$ cat src/rtl/sys_pll_rst_ctrl_pkg.sv
// ============================================================================
// Module   : sys_pll_rst_ctrl_pkg
// Brief    : State encoding and 27 MHz default timing for the PLL reset control.
// Revision : 1.0
// ============================================================================
`default_nettype none

package sys_pll_rst_ctrl_pkg;

  typedef enum logic [1:0] {
    PLL_RST   = 2'd0,
    WAIT_LOCK = 2'd1,
    STABLE    = 2'd2,
    RUN       = 2'd3
  } state_t;

  localparam int RESET_CYCLES     = 16;
  localparam int LOCK_TIMEOUT_1MS = 27000;
  localparam int STABLE_100US     = 2700;

endpackage

`default_nettype wire

$ cat src/rtl/sys_pll_rst_ctrl_sync_2ff.sv
// ============================================================================
// Module   : sync_2ff
// Brief    : Generic 1-bit two-flop synchroniser, async active-high reset to 0.
// Revision : 1.0
// ============================================================================
`default_nettype none

module sync_2ff (
  input  logic clk,
  input  logic rst,
  input  logic d,
  output logic q
);

  logic meta;

  always_ff @(posedge clk or posedge rst) begin
    if (rst) begin
      meta <= 1'b0;
      q    <= 1'b0;
    end else begin
      meta <= d;
      q    <= meta;
    end
  end

endmodule

`default_nettype wire

$ cat src/rtl/sys_pll_rst_ctrl.sv
// ============================================================================
// Module   : sys_pll_rst_ctrl
// Brief    : PLL lock handshake: pulses PLL reset, retries on timeout and
//            releases core reset once lock has been stable long enough.
// Revision : 1.0
// ============================================================================
`default_nettype none

module sys_pll_rst_ctrl #(
  parameter int RESET_CYCLES  = sys_pll_rst_ctrl_pkg::RESET_CYCLES,
  parameter int LOCK_TIMEOUT  = sys_pll_rst_ctrl_pkg::LOCK_TIMEOUT_1MS,
  parameter int STABLE_CYCLES = sys_pll_rst_ctrl_pkg::STABLE_100US,
  parameter int CNT_W         = 16,
  parameter int RETRY_W       = 4
) (
  input  logic               clk,
  input  logic               rst,
  input  logic               enable,
  input  logic               pll_locked,
  output logic               pll_reset,
  output logic               core_rst,
  output logic               ready,
  output logic               lock_lost,
  output logic [RETRY_W-1:0] retry_cnt
);

  import sys_pll_rst_ctrl_pkg::*;

  localparam logic [CNT_W-1:0] RST_LAST    = CNT_W'(RESET_CYCLES - 1);
  localparam logic [CNT_W-1:0] TO_LAST     = CNT_W'(LOCK_TIMEOUT - 1);
  localparam logic [CNT_W-1:0] STABLE_LAST = CNT_W'(STABLE_CYCLES - 1);

  state_t             state;
  state_t             state_nxt;
  logic [CNT_W-1:0]   cnt;
  logic               lk_s;
  logic               retry_inc;
  logic               lost_set;
  logic               cnt_clr;

  sync_2ff u_lock_sync (
    .clk (clk),
    .rst (rst),
    .d   (pll_locked),
    .q   (lk_s)
  );

  always_comb begin
    state_nxt = state;
    retry_inc = 1'b0;
    lost_set  = 1'b0;
    case (state)
      PLL_RST: begin
        if (enable && (cnt == RST_LAST)) state_nxt = WAIT_LOCK;
      end
      WAIT_LOCK: begin
        if (!enable) begin
          state_nxt = PLL_RST;
        end else if (lk_s) begin
          state_nxt = STABLE;
        end else if (cnt == TO_LAST) begin
          state_nxt = PLL_RST;
          retry_inc = 1'b1;
        end
      end
      STABLE: begin
        if (!enable)                  state_nxt = PLL_RST;
        else if (!lk_s)               state_nxt = WAIT_LOCK;
        else if (cnt == STABLE_LAST)  state_nxt = RUN;
      end
      RUN: begin
        if (!enable) begin
          state_nxt = PLL_RST;
        end else if (!lk_s) begin
          state_nxt = WAIT_LOCK;
          lost_set  = 1'b1;
        end
      end
      default: state_nxt = PLL_RST;
    endcase
  end

  // A disabled controller parks in PLL_RST with the counter pinned at zero,
  // so re-enabling always yields a full-length PLL reset pulse.
  assign cnt_clr = (state_nxt != state) || ((state == PLL_RST) && !enable);

  always_ff @(posedge clk or posedge rst) begin
    if (rst) begin
      state     <= PLL_RST;
      cnt       <= '0;
      pll_reset <= 1'b1;
      core_rst  <= 1'b1;
      ready     <= 1'b0;
      lock_lost <= 1'b0;
      retry_cnt <= '0;
    end else begin
      state     <= state_nxt;
      cnt       <= cnt_clr ? '0 : cnt + 1'b1;
      pll_reset <= (state_nxt == PLL_RST);
      core_rst  <= (state_nxt != RUN);
      ready     <= (state_nxt == RUN);
      lock_lost <= lock_lost | lost_set;
      if (retry_inc && (retry_cnt != '1)) retry_cnt <= retry_cnt + 1'b1;
    end
  end

endmodule

`default_nettype wire

$ cat config.mk
export PLATFORM = sky130hd
export DESIGN_NAME = sys_pll_rst_ctrl
export DESIGN_NICKNAME = d
export VERILOG_FILES = /design/src/rtl/sys_pll_rst_ctrl_pkg.sv /design/src/rtl/sys_pll_rst_ctrl_sync_2ff.sv /design/src/rtl/sys_pll_rst_ctrl.sv
export SDC_FILE = /design/constraint.sdc
export NUM_CORES = 1
export LEC_CHECK = 0
export CAP_MARGIN = 0
export CELL_PAD_IN_SITES_DETAIL_PLACEMENT = 1
export CELL_PAD_IN_SITES_GLOBAL_PLACEMENT = 2
export CORE_MARGIN = 10
export CORE_UTILIZATION = 38
export DETAILED_ROUTE_END_ITERATION = 16
export GPL_TIMING_DRIVEN = 0
export HOLD_SLACK_MARGIN = 0.05
export MAX_ROUTING_LAYER = met4
export PLACE_DENSITY_LB_ADDON = 0.1
export REMOVE_ABC_BUFFERS = 1
export SETUP_SLACK_MARGIN = 0.2
export SKIP_CTS_REPAIR_TIMING = 1
export SLEW_MARGIN = 20
export SYNTH_ARGS = -nofsm -noshare
export SYNTH_HDL_FRONTEND = slang
export SYNTH_SLANG_ARGS = --single-unit
$ cat constraint.sdc
create_clock -name clk -period 3 [get_ports clk]
set_input_delay 0.6 -clock clk [delete_from_list [all_inputs] [get_ports clk]]
set_output_delay 0.6 -clock clk [all_outputs]
set_load 0.02 [all_outputs]
**Yosys cells after proc, flatten, opt, wreduce, memory -nomap -nowiden**

Index checks and enable logic that the tools add are counted.

- Logic and storage cells: 47
- Input port bits: 4
- Register bits: 28

- Muxes and demuxes: 18
- Reduce and logical (&&, ||, !) cells: 7
- Bitwise logic cells: 1
- Eq/ne operators: 10
- Add/subtract/negate cells: 2

Operators with widths:

| cell | number |
|---|---|
| 2-bit two-way mux | 9 |
| 16-bit by 1-bit adder with 16-bit output, second input constant | 1 |
| 16-bit by 12-bit == test with 1-bit output, second input constant | 1 |
| 16-bit by 15-bit == test with 1-bit output, second input constant | 1 |
| 16-bit by 4-bit == test with 1-bit output, second input constant | 1 |
| 16-bit two-way mux | 1 |
| 2-bit one-hot mux with 4 select lines | 1 |
| 1-bit two-way mux | 7 |
| 2-bit == test, second input constant | 3 |
| 4-bit by 1-bit adder with 4-bit output, second input constant | 1 |
| 2-bit logical NOT | 2 |
| 4-bit != test, second input constant | 1 |
| 1-bit logical AND | 3 |
| 2-bit by 1-bit == test with 1-bit output, second input constant | 1 |
| 2-bit != test | 1 |
| 2-bit != test, second input constant | 1 |
| 1-bit logical NOT | 1 |
| 1-bit logical OR | 1 |
| 1-bit OR | 1 |

**Depth between registers and ports, before layout**

- Word-level depth: 8
- Depth in mapped cells: 8
- Gate-level depth less buffers: 6

**Hierarchy**

A second synthesis with hierarchy kept.

- Cells, all modules: 139
- Area total of the unflattened synthesis: 1455.1 um^2

Modules (own cells, without submodules):

| module | area each (um^2) | times used | cells each |
|---|---|---|---|
| sys_pll_rst_ctrl | 1401.3 | 1 | 136 |
| sync_2ff | 53.8 | 1 | 3 |

**Worst setup path after synthesis**

OpenSTA, ideal clock, no wires.

- Kind: reg2reg
- Start: register cnt[0]
- End: register cnt[13]
- Arrival: 2.210 ns
- Clock period less this slack: 2.283 ns
- Setup slack: 0.717 ns
- Cell stages (with the launch flop): 9
- Library setup time: 0.073 ns
- Path through: dfrtp_1 ha_1 and4bb_1 and4b_1 o311a_1 or4_4 buf_6 buf_12 a21oi_2

- Cells in the longest elaborated chain, start to end: 8
- Elaborated cells between the ends (all ways): 16

RTL lines:

| what | RTL line | source |
|---|---|---|
| start: declaration | sys_pll_rst_ctrl.sv:35 | `logic [CNT_W-1:0] cnt;` |
| start signal: assignment | sys_pll_rst_ctrl.sv:98 | `cnt <= cnt_clr ? '0 : cnt + 1'b1;` |
| 16-bit by 12-bit == test with 1-bit output or 16-bit by 15-bit == test with 1-bit output (tied branches) | sys_pll_rst_ctrl.sv:69, sys_pll_rst_ctrl.sv:61 |  |
| 2-bit two-way mux, on equally long branches | sys_pll_rst_ctrl.sv:69, sys_pll_rst_ctrl.sv:61 |  |
| 2-bit two-way mux, on equally long branches | sys_pll_rst_ctrl.sv:68, sys_pll_rst_ctrl.sv:59 |  |
| 2-bit two-way mux, on equally long branches | sys_pll_rst_ctrl.sv:67, sys_pll_rst_ctrl.sv:57 |  |
| 2-bit one-hot mux with 4 select lines | sys_pll_rst_ctrl.sv:52 | `case (state)` |
| 2-bit != test | sys_pll_rst_ctrl.sv:85 | `assign cnt_clr = (state_nxt != state) \|\| ((state == PLL_RST) && !enable);` |
| 1-bit logical OR | sys_pll_rst_ctrl.sv:85 |  |
| 16-bit two-way mux (*) | sys_pll_rst_ctrl.sv:98 |  |

Every way passes the cells marked *; elsewhere a longest branch is shown, timed or not.
A chain may end at the register's enable or synchronous reset.

**Worst setup path in the final report**

- Start: register cnt[0]
- End: register cnt[1]

Same word-level chain as after synthesis.

==> impl_results.md <==
- Routed Antenna Nets: 0
- Largest net degree at the start of global routing: 29
- Ys async rst share: 1.00
- R2r setup slk: between 0.5 and 0.6 ns
- Minimum clock period: 2.42 ns
- Synth Flop Type: dfrtp_1
- Ports: 12
- Detailed Route WL: around 2900 um
- Final setup viols: 0
- EDFF count, synth: 0
- GRT Residual Overflow: 0
- CP endpoint kind: register
- Port buffer count: 11
- Core box area: between 0.003 and 0.004 mm2
- Post-Syn Instances: 123
- Vias/cell: 5.32
- Fin. Hold Viols: 0
- Gpl congestion: 0.788
- # diodes: 0
- WS Path Type: reg -> reg
- Post-Route Skew: 0.00501 ns
- Tcrit/Tclk final: 0.806
- Initial drt markers: 78
- Post-route DRC: 0
- Num Clock Sinks: 28
- Crit-path max FO: 16
- R2R depth: 6
- Row cnt: 22
- DR pass1 iterations: 4
- Unique masters post-synth: 39
- Dpl cell area: 0.00157 mm2
- Reg-to-Reg Start: cnt[0]
- Synthesis Warnings: 0
- Critical Path Start: cnt[0]
- Crit path DAT: 2.62 ns
- Max-slew violation count: 0
- CTS tree: yes
- Max capacitance violation total: 0
- Crit Reg-Reg Endpoint: cnt[1]
- Global-route usage over all layers: 0.101
- Number of global-route vias before repair: 1,047
- Nets@finish: 144
- CTS Buf Count: 3
- Starting density of the core: 0.391
- Hpwl dp: 2190 um
- Register area share after synthesis: 0.495
- Final instance area: 0.00164 mm2
- Worst Tran Pin Value: 0.612 ns
- Netlist Area Pre-Place: 0.00142 mm2
- Clk root buf: clkbuf_8
- Max Fclk: 0.413 GHz
- Worst slack, placed: 0.419 ns
- H-tree Lvls: 1
- Routed len/inst: 15.8 um
- PwrDens: between 400 and 500 mW/mm2
- Worst vdd ir: 0.000285 V
- Die Span Y: 81.1 um
- Worst Path Required: approximately 3.2 ns
- Area delta synth->final: 15.3%
- Layout cells sized above 1: 0.226
- Routed vias: 984
- Slew HR: 0.589
- Critical Path Sink: cnt[1]
- RSZ-0062 raised after global routing: no
- Die W: 81.1 um
- Largest cells by area after synthesis: dfrtp_1 46%, xnor2_1 6.8%, a21oi_2 6.2%
- Clock tree buffer depth: 2
- Worst setup margin: between 0.5 and 0.6 ns
- Post-synth top area cell: dfrtp_1
- Clk pin slew, worst setup/hold paths: 0.10 ns
- First-pass GRT wire length: about 5200 um
- Synthesized flop and latch total: 28
- Total die area: 0.00658 mm2
- Initial antenna violation count: 0
- Synth top area share: 0.458
- Crit path launch type: register
- Clk_lat worst skew: 0.27 ns
- Hold crit path type: reg -> reg
- Pleak: ~0.67 nW
- Post-layout utilization of the core: 0.451
- Outcome: complete, no violations
- Syn Area/Cell: 11.5 um2
==> critical path, cell delays in order, from the launching register on <==
cell and delay (ns):
dfrtp_1 0.42, ha_1 0.27, and4bb_1 0.23, and4b_1 0.20, o311a_1 0.33, or4_4 0.69
a21boi_0 0.20
==> placed cells by master (no fill, tap or decap), drive strengths merged, types with 2 or more instances in the layout <==
master and n:
dfrtp 26, a21oi 15, xnor2 11, clkdlybuf4s50 11, nor2 7, xor2 7
nand3 6, nand2 5, nand4 5, inv 4, nor4 3, clkbuf 3
and4bb 3, nor3 2, and4b 2, and2b 2, ha 2, dfstp 2
buf 2, or4 2, and3 2
==> report_power, final <==
group / leakage [nW] / switching, mW / internal (mW) / total [mW]
Sequential: 0.377 / 0.00482 / 0.382 / 0.387
Clock: 0.0357 / 0.117 / 0.179 / 0.295
Combinational: 0.258 / 0.0166 / 0.00999 / 0.0266
Total: 0.671 / 0.138 / 0.570 / 0.709
==> area by class of cell <==
class / count / area (um2)
Inverter: 4 / 15.0
Clock inverter: 1 / 30.0
Multi-Input combinational cell: 88 / 663
Clock buffer: 3 / 41.3
Tap cell: 48 / 60.1
Sequential cell: 28 / 703
Timing Repair Buffer: 13 / 125
Fill cell: 410 / 2000
==> synthesized netlist by cell type, types with 2 or more instances <==
cell type / instances
nor2_1: 7
nand3_1: 6
inv_1: 4
nand4_1: 5
a21oi_1: 5
and2b_2: 2
xnor2_1: 11
dfrtp_1: 26
xor2_1: 7
a21oi_2: 10
nand2_1: 5
nor3_1: 2
and4bb_2: 2
and4b_1: 2
ha_1: 2
nor4_1: 3
dfstp_2: 2
==> layer usage <==
metal,vias up,global-route usage,share of wire,wire (um)
met4,0,0.0260,0.0038,11
met5,-,-,0,0
met2,11,0.170,0.50,1450
met3,2,0.0210,0.030,87
li1,475,-,-,-
met1,496,0.121,0.47,1370
==> stage by stage <==
step                      setup TNS, ns  hold slack [ns]  total power [mW]  cells
after global placement            -4.19            0.335             0.420    179
after detailed placement              0            0.340             0.422    181
after CTS                             0            0.364             0.720    185
final                                 0            0.358             0.709    185
after global routing                  0            0.378             0.742    185
after floorplan                       0            0.331             0.410    120
==> flip-flops by register name (all words and copies together) (netlist names) <==
name and cells:
cnt 16, u_lock_sync.q 1, lock_lost 1, pll_reset 1, ready 1, core_rst 1, u_lock_sync.meta 1, retry_cnt 4
state 2
==> logic make-up after synthesis <==
group           synth area share
compound gates             0.123
buf+inv                   0.0379
fa+ha+maj                 0.0176
flops                      0.495
mux                      0.00793
xor+xnor                   0.111
simple gates               0.207
==> how the worst min path moves through the flow <==
stage	cells past startpoint	slack, ns	from	endpoint
CTS	0	0.36	u_lock_sync.meta	u_lock_sync.q
finish	0	0.36	u_lock_sync.meta	u_lock_sync.q
global placement	0	0.34	u_lock_sync.meta	u_lock_sync.q
global route	0	0.38	u_lock_sync.meta	u_lock_sync.q
floorplan	0	0.33	u_lock_sync.meta	u_lock_sync.q
detailed placement	0	0.34	u_lock_sync.meta	u_lock_sync.q
Power figures use the tool's default switching activity.
